`src/rtl/apb_req_bridge_if.sv`:
```
// ----------------------------------------------------------------------------
// apb_req_bridge_if
//   Bundles the request/grant port and the APB3 master port of
//   apb_req_bridge into one interface.
//
//   Request side (requester -> bridge): req_i, we_i, addr_i, wdata_i
//   Request side (bridge -> requester): gnt_o, rvalid_o, rdata_o, err_o
//   APB side (bridge -> completer):     psel_o, penable_o, pwrite_o,
//                                       paddr_o, pwdata_o
//   APB side (completer -> bridge):     prdata_i, pready_i, pslverr_i
//
//   Modports:
//     slave  - used by the bridge; it serves requests and drives APB.
//     master - used by the environment, which issues requests and acts as
//              the APB completer.
//   Signal suffixes are given from the bridge's point of view.
// ----------------------------------------------------------------------------
interface apb_req_bridge_if #(
  parameter int APB_ADDR_WIDTH = 32,
  parameter int APB_DATA_WIDTH = 32
);

  logic                      req_i;
  logic                      gnt_o;
  logic                      we_i;
  logic [APB_ADDR_WIDTH-1:0] addr_i;
  logic [APB_DATA_WIDTH-1:0] wdata_i;
  logic                      rvalid_o;
  logic [APB_DATA_WIDTH-1:0] rdata_o;
  logic                      err_o;

  logic                      psel_o;
  logic                      penable_o;
  logic                      pwrite_o;
  logic [APB_ADDR_WIDTH-1:0] paddr_o;
  logic [APB_DATA_WIDTH-1:0] pwdata_o;
  logic [APB_DATA_WIDTH-1:0] prdata_i;
  logic                      pready_i;
  logic                      pslverr_i;

  modport slave (
    input  req_i, we_i, addr_i, wdata_i,
    input  prdata_i, pready_i, pslverr_i,
    output gnt_o, rvalid_o, rdata_o, err_o,
    output psel_o, penable_o, pwrite_o, paddr_o, pwdata_o
  );

  modport master (
    output req_i, we_i, addr_i, wdata_i,
    output prdata_i, pready_i, pslverr_i,
    input  gnt_o, rvalid_o, rdata_o, err_o,
    input  psel_o, penable_o, pwrite_o, paddr_o, pwdata_o
  );

endinterface

```
`src/rtl/apb_req_bridge.sv`:
```
// ----------------------------------------------------------------------------
// apb_req_bridge
//   Single-outstanding request/grant to APB3 master bridge. A core-style
//   req/gnt/rvalid transaction is turned into one APB SETUP + ACCESS
//   sequence; read data and slave error come back as a one-cycle rvalid
//   pulse registered one cycle after the APB transfer completes.
//
// Ports
//   clk_i  - clock, all logic on the rising edge
//   rst_i  - asynchronous, active-high reset
//   bus    - apb_req_bridge_if.slave: request port (req/gnt/we/addr/wdata,
//            rvalid/rdata/err) and APB master port (psel/penable/pwrite/
//            paddr/pwdata, prdata/pready/pslverr)
//
// Parameters
//   APB_ADDR_WIDTH, APB_DATA_WIDTH - bus widths (must match the interface)
//   TIMEOUT_CYCLES - longest ACCESS phase before a forced error response
//   ERR_RDATA      - rdata returned on a forced (timeout) error response
//
// Configuration
//   APB_TIMEOUT_EN - when defined, a watchdog ends an ACCESS phase that has
//                    lasted TIMEOUT_CYCLES cycles without pready and answers
//                    with err=1, rdata=ERR_RDATA. When undefined, ACCESS
//                    waits for pready indefinitely and the two timeout
//                    parameters are unused.
// ----------------------------------------------------------------------------
module apb_req_bridge #(
  parameter int                        APB_ADDR_WIDTH = 32,
  parameter int                        APB_DATA_WIDTH = 32,
  parameter int                        TIMEOUT_CYCLES = 255,
  parameter logic [APB_DATA_WIDTH-1:0] ERR_RDATA      = APB_DATA_WIDTH'(32'hDEADBEEF)
) (
  input  logic            clk_i,
  input  logic            rst_i,
  apb_req_bridge_if.slave bus
);

  typedef enum logic [1:0] {
    ST_IDLE   = 2'd0,
    ST_SETUP  = 2'd1,
    ST_ACCESS = 2'd2
  } state_e;

  state_e                    state_q, state_d;
  logic [APB_ADDR_WIDTH-1:0] paddr_q, paddr_d;
  logic                      pwrite_q, pwrite_d;
  logic [APB_DATA_WIDTH-1:0] pwdata_q, pwdata_d;
  logic                      rvalid_q, rvalid_d;
  logic [APB_DATA_WIDTH-1:0] rdata_q, rdata_d;
  logic                      err_q, err_d;
  logic                      gnt;

`ifdef APB_TIMEOUT_EN
  localparam int               CNT_W   = $clog2(TIMEOUT_CYCLES + 1);
  localparam logic [CNT_W-1:0] CNT_MAX = CNT_W'(TIMEOUT_CYCLES);

  logic [CNT_W-1:0] cnt_q, cnt_d, cnt_inc;
  logic             expire;

  // The counter value after this ACCESS cycle; expiry fires in the ACCESS
  // cycle that brings the count up to TIMEOUT_CYCLES, so a hung transfer
  // spends exactly TIMEOUT_CYCLES cycles in ACCESS. Saturating add keeps
  // the count from ever wrapping.
  always_comb begin
    cnt_inc = (cnt_q == CNT_MAX) ? cnt_q : cnt_q + CNT_W'(1);
    expire  = (state_q == ST_ACCESS) && !bus.pready_i && (cnt_inc == CNT_MAX);
    cnt_d   = cnt_q;
    if (state_q == ST_SETUP) begin
      cnt_d = '0;
    end else if ((state_q == ST_ACCESS) && !bus.pready_i) begin
      cnt_d = cnt_inc;
    end
  end

  always_ff @(posedge clk_i or posedge rst_i) begin
    if (rst_i) begin
      cnt_q <= '0;
    end else begin
      cnt_q <= cnt_d;
    end
  end
`else
  logic unused_cfg;
  assign unused_cfg = (^ERR_RDATA) ^ TIMEOUT_CYCLES[0];
`endif

  // Next-state and datapath. The request payload is captured only at grant
  // and then held, so paddr/pwrite/pwdata stay put through SETUP, ACCESS
  // and the following IDLE. prdata/pslverr are looked at only in the
  // completing ACCESS cycle.
  always_comb begin
    state_d  = state_q;
    paddr_d  = paddr_q;
    pwrite_d = pwrite_q;
    pwdata_d = pwdata_q;
    rvalid_d = 1'b0;
    rdata_d  = rdata_q;
    err_d    = err_q;
    gnt      = 1'b0;

    case (state_q)
      ST_IDLE: begin
        gnt = bus.req_i;
        if (bus.req_i) begin
          paddr_d  = bus.addr_i;
          pwrite_d = bus.we_i;
          pwdata_d = bus.wdata_i;
          state_d  = ST_SETUP;
        end
      end

      ST_SETUP: begin
        state_d = ST_ACCESS;
      end

      ST_ACCESS: begin
        if (bus.pready_i) begin
          state_d  = ST_IDLE;
          rvalid_d = 1'b1;
          err_d    = bus.pslverr_i;
          rdata_d  = pwrite_q ? '0 : bus.prdata_i;
        end
`ifdef APB_TIMEOUT_EN
        else if (expire) begin
          state_d  = ST_IDLE;
          rvalid_d = 1'b1;
          err_d    = 1'b1;
          rdata_d  = ERR_RDATA;
        end
`endif
      end

      default: begin
        state_d = ST_IDLE;
      end
    endcase
  end

  always_ff @(posedge clk_i or posedge rst_i) begin
    if (rst_i) begin
      state_q  <= ST_IDLE;
      paddr_q  <= '0;
      pwrite_q <= 1'b0;
      pwdata_q <= '0;
      rvalid_q <= 1'b0;
      rdata_q  <= '0;
      err_q    <= 1'b0;
    end else begin
      state_q  <= state_d;
      paddr_q  <= paddr_d;
      pwrite_q <= pwrite_d;
      pwdata_q <= pwdata_d;
      rvalid_q <= rvalid_d;
      rdata_q  <= rdata_d;
      err_q    <= err_d;
    end
  end

  // psel/penable decode straight from the state flops, so an asynchronous
  // reset drops them in the same cycle.
  assign bus.gnt_o     = gnt;
  assign bus.psel_o    = (state_q == ST_SETUP) || (state_q == ST_ACCESS);
  assign bus.penable_o = (state_q == ST_ACCESS);
  assign bus.pwrite_o  = pwrite_q;
  assign bus.paddr_o   = paddr_q;
  assign bus.pwdata_o  = pwdata_q;
  assign bus.rvalid_o  = rvalid_q;
  assign bus.rdata_o   = rdata_q;
  assign bus.err_o     = err_q;

`ifndef SYNTHESIS
  a_penable_needs_psel : assert property (@(posedge clk_i) disable iff (rst_i)
    bus.penable_o |-> bus.psel_o);

  a_gnt_only_idle : assert property (@(posedge clk_i) disable iff (rst_i)
    bus.gnt_o |-> (state_q == ST_IDLE));

  a_setup_to_access : assert property (@(posedge clk_i) disable iff (rst_i)
    (bus.psel_o && !bus.penable_o) |=> (bus.psel_o && bus.penable_o));

  a_rvalid_single : assert property (@(posedge clk_i) disable iff (rst_i)
    rvalid_q |=> !rvalid_q);

  a_payload_stable : assert property (@(posedge clk_i) disable iff (rst_i)
    bus.penable_o |-> ($stable(paddr_q) && $stable(pwrite_q) && $stable(pwdata_q)));
`endif

endmodule

```
`src/flat_wrapper.sv`:
```
// flat-port wrapper written by rule: the top's interface ports become plain ports
module apb_req_bridge_flat 
#(
  parameter int                        APB_ADDR_WIDTH = 32,
  parameter int                        APB_DATA_WIDTH = 32,
  parameter int                        TIMEOUT_CYCLES = 255,
  parameter logic [APB_DATA_WIDTH-1:0] ERR_RDATA      = APB_DATA_WIDTH'(32'hDEADBEEF)
)
  (clk_i, rst_i, bus_req_i, bus_we_i, bus_addr_i, bus_wdata_i, bus_prdata_i, bus_pready_i, bus_pslverr_i, bus_gnt_o, bus_rvalid_o, bus_rdata_o, bus_err_o, bus_psel_o, bus_penable_o, bus_pwrite_o, bus_paddr_o, bus_pwdata_o);
  apb_req_bridge_if #(.APB_ADDR_WIDTH(APB_ADDR_WIDTH), .APB_DATA_WIDTH(APB_DATA_WIDTH)) bus_i ();
  input  logic clk_i;
  input  logic rst_i;
  input wire logic [$bits(bus_i.req_i)-1:0] bus_req_i;
  input wire logic [$bits(bus_i.we_i)-1:0] bus_we_i;
  input wire logic [$bits(bus_i.addr_i)-1:0] bus_addr_i;
  input wire logic [$bits(bus_i.wdata_i)-1:0] bus_wdata_i;
  input wire logic [$bits(bus_i.prdata_i)-1:0] bus_prdata_i;
  input wire logic [$bits(bus_i.pready_i)-1:0] bus_pready_i;
  input wire logic [$bits(bus_i.pslverr_i)-1:0] bus_pslverr_i;
  output wire logic [$bits(bus_i.gnt_o)-1:0] bus_gnt_o;
  output wire logic [$bits(bus_i.rvalid_o)-1:0] bus_rvalid_o;
  output wire logic [$bits(bus_i.rdata_o)-1:0] bus_rdata_o;
  output wire logic [$bits(bus_i.err_o)-1:0] bus_err_o;
  output wire logic [$bits(bus_i.psel_o)-1:0] bus_psel_o;
  output wire logic [$bits(bus_i.penable_o)-1:0] bus_penable_o;
  output wire logic [$bits(bus_i.pwrite_o)-1:0] bus_pwrite_o;
  output wire logic [$bits(bus_i.paddr_o)-1:0] bus_paddr_o;
  output wire logic [$bits(bus_i.pwdata_o)-1:0] bus_pwdata_o;
  assign bus_i.req_i = bus_req_i;
  assign bus_i.we_i = bus_we_i;
  assign bus_i.addr_i = bus_addr_i;
  assign bus_i.wdata_i = bus_wdata_i;
  assign bus_i.prdata_i = bus_prdata_i;
  assign bus_i.pready_i = bus_pready_i;
  assign bus_i.pslverr_i = bus_pslverr_i;
  assign bus_gnt_o = bus_i.gnt_o;
  assign bus_rvalid_o = bus_i.rvalid_o;
  assign bus_rdata_o = bus_i.rdata_o;
  assign bus_err_o = bus_i.err_o;
  assign bus_psel_o = bus_i.psel_o;
  assign bus_penable_o = bus_i.penable_o;
  assign bus_pwrite_o = bus_i.pwrite_o;
  assign bus_paddr_o = bus_i.paddr_o;
  assign bus_pwdata_o = bus_i.pwdata_o;
  apb_req_bridge #(.APB_ADDR_WIDTH(APB_ADDR_WIDTH), .APB_DATA_WIDTH(APB_DATA_WIDTH), .TIMEOUT_CYCLES(TIMEOUT_CYCLES), .ERR_RDATA(ERR_RDATA)) u_core (.clk_i(clk_i), .rst_i(rst_i), .bus(bus_i));
endmodule
```
`config.mk`:
```
export PLATFORM = sky130hd
export DESIGN_NAME = apb_req_bridge_flat
export DESIGN_NICKNAME = d
export VERILOG_FILES = /design/src/rtl/apb_req_bridge_if.sv /design/src/rtl/apb_req_bridge.sv /design/src/flat_wrapper.sv
export SDC_FILE = /design/constraint.sdc
export NUM_CORES = 1
export LEC_CHECK = 0
export CELL_PAD_IN_SITES_DETAIL_PLACEMENT = 1
export CELL_PAD_IN_SITES_GLOBAL_PLACEMENT = 1
export CORE_ASPECT_RATIO = 0.5
export CORE_UTILIZATION = 28
export DETAILED_ROUTE_END_ITERATION = 12
export GPL_TIMING_DRIVEN = 0
export PLACE_DENSITY_LB_ADDON = 0.05
export RECOVER_POWER = 50
export SLEW_MARGIN = 20
export SYNTH_ARGS = -nofsm -noshare
export SYNTH_HDL_FRONTEND = slang
export SYNTH_SLANG_ARGS = --single-unit
export TNS_END_PERCENT = 5
```
`constraint.sdc`:
```
create_clock -name clk_i -period 3.1 [get_ports clk_i]
set_input_delay 0.62 -clock clk_i [delete_from_list [all_inputs] [get_ports clk_i]]
set_output_delay 0.62 -clock clk_i [all_outputs]
set_load 0.01 [all_outputs]
```
# After elaboration in Yosys (flattened, before gate mapping)
# Index checks and enable logic that the tools add are counted.
[op_classes] n_addsub=0 multipliers=0 div_mod_pow=0 order_cmp=0 n_eq_ne=4 shift=0 n_mux=7 bitwise=0 reduce_logical=5
[ops] operator="32-bit two-way mux" count=1
[ops] operator="2-bit case mux with 3 select lines" count=1
[ops] operator="2-bit AND reduction" count=3
[ops] operator="2-bit two-way mux" count=2
[ops] operator="2-bit inequality test, second input constant" count=2
[ops] operator="1-bit two-way mux" count=3
[ops] operator="2-bit by 1-bit equality test with 1-bit output, second input constant" count=1
[ops] operator="2-bit equality test, second input constant" count=1
[ops] operator="2-bit zero test" count=1
[ops] operator="1-bit logical OR" count=1
[totals] register_bits=101 latchBits=0 mem_bits_rw=0 rom_bits=0 word_cells=23 memories=0

# Depth between registers and ports, before layout
# Gate-level depths: netlist of the first run.
[logic_depth] depth_word=3 ltp_mapped=7 ltp_nobuf=5

# Worst setup path before layout of the first run
# OpenSTA, ideal clock, no wires.
[synth_timing] path_type="flip-flop to output port" start="register u_core.state_q[0]" end="output bus_gnt_o" t_arrival_ns=1.068 t_required_ns=2.480 setup_slack_ns=1.412 path_stages_with_launch=6 n_path_buf=2 path_cell_list="dfrtp_1 inv_1 ha_1 and2_4 buf_6 buf_12"
[synth_between] elab_chain_cells=2
[synth_rtl] item="from (decl)" line_no="apb_req_bridge.sv:44" rtl="state_e state_q, state_d;"
[synth_rtl] item="from (signal assigned)" line_no="apb_req_bridge.sv:149" rtl="state_q <= state_d;"
[synth_rtl] item="2-bit zero test" line_no="apb_req_bridge.sv:101" rtl="case (state_q)"
[synth_rtl] item="1-bit two-way mux" line_no="apb_req_bridge.sv:101"
[synth_rtl] item="to (decl)" line_no="flat_wrapper.sv:20" rtl="output wire logic [$bits(bus_i.gnt_o)-1:0] bus_gnt_o;"
# No other way between the ends.

# Final worst setup path of the first run
[layout_timing] start="input bus_req_i" end="output bus_gnt_o"
[layout_between] elab_chain_cells=1
[layout_rtl] item="from (decl)" line_no="flat_wrapper.sv:13" rtl="input wire logic [$bits(bus_i.req_i)-1:0] bus_req_i;"
[layout_rtl] item="1-bit two-way mux" line_no="apb_req_bridge.sv:101"
# No other way between the ends.

==> results of run 1 <==
[Yosys cell counts]
master    instances  area share [%]
mux2_4           39              14
inv_1             6            0.54
o22ai_1           1            0.15
clkbuf_1          4            0.36
o21ai_0          32             3.9
nand2_1          33             3.0
buf_12            4             1.9
buf_1             1           0.090
and2_4            1            0.21
mux2_2           29             7.9
buf_6             1            0.27
buf_2             7            0.84
dfrtp_1         101              61
ha_1              4             1.2
nand2b_1         32             4.8
[worst reg2reg max path, cell delays in order, from the launching register on]
cell and delay, ns:
dfrtp_1 0.36, inv_1 0.08, ha_1 0.23, nand2_1 0.13
clkbuf_1 0.36, clkbuf_1 0.45, nand2_1 0.10, o21ai_0 0.09
[state kept, by name (all words and copies together), names as in the netlist]
name,count
u_core.bus.paddr_o,32
u_core.bus.pwdata_o,32
u_core.bus.rdata_o,32
u_core.state_q,2
u_core.bus.err_o,1
u_core.bus.pwrite_o,1
u_core.bus.rvalid_o,1
[power by group]
group,switching [uW],total [uW],internal [uW]
registers,341,2300,1950
clock network,501,1040,544
logic,1180,3220,2040
[per-stage QoR]
stage	worst slack, ns	instance area (um^2)
floorplan	1.276	4160
global placement	0.02731	6440
detailed placement	0.3230	6500
CTS	0.3151	6766
global route	0.1691	6738
finish	0.2612	6738
[layer usage]
layer / wire length (um) / vias up
met3: 677 / 8
met1: 5171 / 1478
met2: 5264 / 100
li1: - / 1413
met4: 89 / 0
met5: 0 / -
[cells by family (layout without fill, tap and decap cells)]
group,Yosys count,count (layout)
DFF,101,101
muxes,68,68
and+or+nand+nor,66,66
AOI/OAI and AO/OA,33,33
buffers and inverters,23,244
adders and majority gates,4,4
[worst max path at each step]
| stage | depth (start not counted) | start | slack (ns) | endpoint |
|---|---|---|---|---|
| 6_report | 5 | bus_req_i | 0.26 | bus_gnt_o |
| 5_1_grt | 5 | bus_req_i | 0.17 | bus_gnt_o |
| 4_1_cts | 5 | bus_req_i | 0.32 | bus_gnt_o |
| 3_5_place_dp | 5 | bus_req_i | 0.32 | bus_gnt_o |
| 3_3_place_gp | 2 | rst_i | 0.03 | u_core.bus.rdata_o[21] |
| 2_1_floorplan | 1 | rst_i | 1.28 | u_core.bus.err_o |
[cell type report]
class / count / area (um^2) / share of cell area [%]
multi-input combinational: 171 / 1459 / 21.65
clock buffer: 10 / 229.0 / 3.398
tap: 198 / 247.7 / 3.677
clock inverter: 5 / 37.54 / 0.5571
buffer: 17 / 136.4 / 2.024
sequential: 101 / 2527 / 37.51
timing repair buffer: 206 / 2077 / 30.83
inverter: 6 / 23.77 / 0.3528
==> results.sh, run 1 <==
export IMPL_status="complete, no violations"
export IMPL_p_per_area_mw_per_mm2=973.5
export IMPL_synth_top_family_by_area="multiplexers"
export IMPL_clk_pin_slew_ns=0.07
export IMPL_relSlewSlack_pct=44.74
export IMPL_synth_mux_area_share_pct=21.94
export IMPL_die_x_um=174.3
export IMPL_skew_ns=0.006678
export IMPL_ys_types=15
export IMPL_viasPerCell=4.200
export IMPL_start_util_pct=28.73
export IMPL_fin_tns_setup_ns=0
export IMPL_antenna_found_initial=0
export IMPL_reg2reg_to="u_core.bus.rdata_o[9]"
export IMPL_startpoint_type="primary input"
export IMPL_ff2ff_setup_slack_ns=1.22
export IMPL_critPathBufInv=4
export IMPL_grt_busiest_layer="met2"
export IMPL_cp_max_fo=10
export IMPL_crit_chain="clkdlybuf4s50_1, and2_0, buf_6, buf_12, clkdlybuf4s50_1"
export IMPL_cts_tree="done"
export IMPL_layout_nets=618
export IMPL_final_cells=714
export IMPL_ctsHoldBuffers=0
export IMPL_critPathSlowestCell="clkdlybuf4s50_1"
export IMPL_clk_latency_ns=0.34
export IMPL_slew_viol_final=0
export IMPL_grt_pass1_wl_um=17710
export IMPL_cp_required_ns=2.48
export IMPL_wire_per_inst_um=15.69
export IMPL_reg2reg_depth=7
export IMPL_cp_end_kind="output port"
export IMPL_cap_viol_max_count=0
export IMPL_area_growth_pct=62.10
export IMPL_antenna_left=0
export IMPL_grt_max_degree=31
export IMPL_vias=2999
export IMPL_drive_above_1_share_pct=17.64
export IMPL_hpwl_um=8416
export IMPL_clock_path_buffers=2
export IMPL_placedCellCount=699
export IMPL_clkSinkCount=101
export IMPL_ys_warn_count=0
export IMPL_grt_pass1_vias=3087
export IMPL_timing_final_crit_share_pct=91.57
export IMPL_final_cell_mix="202 x clkdlybuf4s50_1, 101 x dfrtp_1, 39 x mux2_4"
export IMPL_hold_path_end="u_core.bus.rdata_o[29]"
export IMPL_portBuffers=203
export IMPL_crit_top_cell="clkdlybuf4s50_1"
export IMPL_crit_arrival_ns=2.22
export IMPL_hold_depth=2
export IMPL_firstDrtPassIters=4
export IMPL_grt_use_met3_pct=4.818
export IMPL_dieHeight_um=88.16
export IMPL_ctsResizeCount=0
export IMPL_path_class="in2out"
export IMPL_hp_start="u_core.bus.rdata_o[29]"
export IMPL_r2r_start="u_core.state_q[0]"
export IMPL_drc=0
export IMPL_ios=204
export IMPL_met1_usage_pct=19.97
export IMPL_rows=31
export IMPL_hold_viol_final=0
export IMPL_drt_iter0_drc=65
export IMPL_min_period_ns=2.839
export IMPL_synth_nets=401
export IMPL_postCtsSetupBuffers=0
export IMPL_hold_ws_ns=0.4764
export IMPL_diodes=0
export IMPL_final_core_util_pct=46.57
export IMPL_path_delay_family="buffers and inverters"
export IMPL_worstMarginPinSlew_ns=0.8243
export IMPL_cts_root_buf="clkbuf_16"
export IMPL_cts_buffers=9
export IMPL_p_leak_uw=0.002853
export IMPL_finalPower_uw=6559
export IMPL_die_area_mm2=0.01537
export IMPL_fmax_mhz=352.3
export IMPL_grt_usage_pct=15.09
export IMPL_final_common_cell="clkdlybuf4s50_1"
export IMPL_fillers=1537
export IMPL_synth_cells=295
export IMPL_core_area_mm2=0.01447
export IMPL_synth_compound_area_share_pct=4.004
export IMPL_routed_wl_um=11200
export IMPL_gp_congestion=0.6853
export IMPL_grt_ovfl_total=0
export IMPL_setup_violations=0
export IMPL_ctsHtreeMaxLevel=3
export IMPL_synth_xor_area_share_pct=0
export IMPL_yosys_area_share_simple_pct=8.007
export IMPL_rsz0062_at_grt="no"
export IMPL_avgSynthCellArea_um2=14.09
export IMPL_hold_class="reg2reg"
export IMPL_yosysSeqAreaShare_pct=60.81
export IMPL_use_met2_pct=24.19
export IMPL_critical_path_max_stage_delay_ns=0.54
export IMPL_syn_cell_area_mm2=0.004156
export IMPL_synth_seq_cells=101
export IMPL_ir_drop_uv=321.0
export IMPL_synthAdderAreaFrac_pct=1.204
Power figures use the tool's default switching activity.
==> run 2: changes to the inputs <==
--- a/config.mk
+++ b/config.mk
@@ -13,7 +13,6 @@
 export GPL_TIMING_DRIVEN = 0
 export PLACE_DENSITY_LB_ADDON = 0.05
 export RECOVER_POWER = 50
-export SLEW_MARGIN = 20
 export SYNTH_ARGS = -nofsm -noshare
 export SYNTH_HDL_FRONTEND = slang
 export SYNTH_SLANG_ARGS = --single-unit
==> run 2 against run 1 <==
Compared with the run above: clock power hardly changed; largest power group unchanged; utilization shrank 0.24 points; global-route usage shrank 0.33 points; via count decreased by 0.57%; die area unchanged; combinational power is essentially flat; register-to-register slack lost 0.03 ns; non-clock buffer count down 1; total power decreased by 0.27%; hold slack better by 0.0031 ns; wire length down 1.7%; sequential power about the same.
==> results.sh, run 2 (synthesis results as in run 1) <==
export IMPL_setup_violations=0
export IMPL_critPathSlowestCell="clkdlybuf4s50_1"
export IMPL_hold_class="reg2reg"
export IMPL_final_cell_mix="202 x clkdlybuf4s50_1, 101 x dfrtp_1, 39 x mux2_4"
export IMPL_final_common_cell="clkdlybuf4s50_1"
export IMPL_grt_pass1_wl_um=17200
export IMPL_ctsResizeCount=0
export IMPL_hpwl_um=8317
export IMPL_clk_latency_ns=0.35
export IMPL_crit_top_cell="clkdlybuf4s50_1"
export IMPL_gp_congestion=0.6853
export IMPL_vias=2982
export IMPL_clock_path_buffers=2
export IMPL_firstDrtPassIters=4
export IMPL_area_growth_pct=61.26
export IMPL_worstMarginPinSlew_ns=1.228
export IMPL_skew_ns=0.008617
export IMPL_rows=31
export IMPL_cts_root_buf="clkbuf_16"
export IMPL_clk_pin_slew_ns=0.07
export IMPL_portBuffers=203
export IMPL_rsz0062_at_grt="no"
export IMPL_hold_path_end="u_core.bus.rdata_o[14]"
export IMPL_ff2ff_setup_slack_ns=1.19
export IMPL_slew_viol_final=0
export IMPL_hold_viol_final=0
export IMPL_fin_tns_setup_ns=0
export IMPL_grt_ovfl_total=0
export IMPL_core_area_mm2=0.01447
export IMPL_status="complete, no violations"
export IMPL_ir_drop_uv=303.9
export IMPL_die_area_mm2=0.01537
export IMPL_r2r_start="u_core.state_q[0]"
export IMPL_cts_tree="done"
export IMPL_fmax_mhz=348.2
export IMPL_antenna_found_initial=0
export IMPL_crit_arrival_ns=2.25
export IMPL_ctsHoldBuffers=0
export IMPL_ios=204
export IMPL_hp_start="u_core.bus.rdata_o[14]"
export IMPL_start_util_pct=28.73
export IMPL_final_area_mm2=0.006703
export IMPL_dieHeight_um=88.16
export IMPL_p_leak_uw=0.002838
export IMPL_diodes=0
export IMPL_cp_max_fo=10
export IMPL_postCtsSetupBuffers=0
export IMPL_critical_path_max_stage_delay_ns=0.54
export IMPL_cts_buffers=9
export IMPL_hold_depth=2
export IMPL_cap_viol_max_count=0
export IMPL_wire_per_inst_um=15.44
export IMPL_grt_pass1_vias=3122
export IMPL_relSlewSlack_pct=17.69
export IMPL_min_period_ns=2.872
export IMPL_path_class="in2out"
export IMPL_crit_chain="clkdlybuf4s50_1, and2_0, buf_6, buf_12, clkdlybuf4s50_1"
export IMPL_timing_final_crit_share_pct=92.65
export IMPL_p_per_area_mw_per_mm2=975.9
export IMPL_viasPerCell=4.182
export IMPL_drc=0
export IMPL_grt_max_degree=39
export IMPL_routed_wl_um=11010
export IMPL_cp_end_kind="output port"
export IMPL_clkSinkCount=101
export IMPL_dpl_cell_area_mm2=0.006480
export IMPL_reg2reg_depth=5
export IMPL_ctsHtreeMaxLevel=3
export IMPL_layout_nets=617
export IMPL_startpoint_type="primary input"
export IMPL_die_x_um=174.3
export IMPL_drt_iter0_drc=69
export IMPL_drive_above_1_share_pct=17.48
export IMPL_antenna_left=0
export IMPL_cp_required_ns=2.48
export IMPL_reg2reg_to="u_core.bus.pwdata_o[20]"
export IMPL_grt_usage_pct=14.76
==> run 2: changes by cell type in the layout (fill, tap and decap cells not counted), sizes merged <==
| cell | previous run | this run |
|---|---|---|
| buf | 8 | 6 |
| clkbuf | 22 | 23 |
==> run 2: how the worst max path moves through the flow <==
stage / startpoint / to / slack [ns] / cells past startpoint
after floorplan: rst_i / u_core.bus.err_o / 1.28 / 1
after global placement: rst_i / u_core.bus.rdata_o[21] / 0.03 / 2
after detailed placement: bus_req_i / bus_gnt_o / 0.32 / 5
after CTS: bus_req_i / bus_gnt_o / 0.30 / 5
after global routing: bus_req_i / bus_gnt_o / 0.14 / 5
final: bus_req_i / bus_gnt_o / 0.23 / 5
==> run 2: area by class of cell <==
cell class	instances	area [um^2]
multi-input combinational	171	1459
inverter	6	23.77
timing repair buffer	205	2042
buffer	17	136.4
tap	198	247.7
fill	1537	7765
clock inverter	5	37.54
sequential	101	2527
clock buffer	10	229.0
==> run 2: per-stage QoR <==
step | setup WS (ns) | std cells | utilization, % | power (uW) | hold slack (ns)
after floorplan | 1.276 | 295 | - | 3849 | 0.5063
after global placement | 0.02731 | 696 | 44.51 | 5545 | 0.4602
after detailed placement | 0.3161 | 698 | 44.79 | 5599 | 0.4689
after CTS | 0.3008 | 713 | 46.63 | 6677 | 0.4859
after global routing | 0.1381 | 713 | 46.33 | 6962 | 0.5099
final | 0.2280 | 713 | 46.33 | 6541 | 0.4795
==> run 2: critical path, delay by kind of cell <==
| kind | cells | cell delay [ns] |
|---|---|---|
| buf+inv | 4 | 1.40 |
| simple gates | 1 | 0.22 |
==> run 2: per-layer routing <==
| metal | part of all wire, % | GRT usage, % |
|---|---|---|
| met1 | 44 | 18.35 |
| met2 | 48 | 24.59 |
| met3 | 6.8 | 5.599 |
| met4 | 0.94 | 3.349 |
| met5 | 0 | 0 |
==> run 2: power breakdown <==
part           switching [uW]  internal [uW]
Sequential                339           1950
Clock                     499            543
Combinational            1180           2030
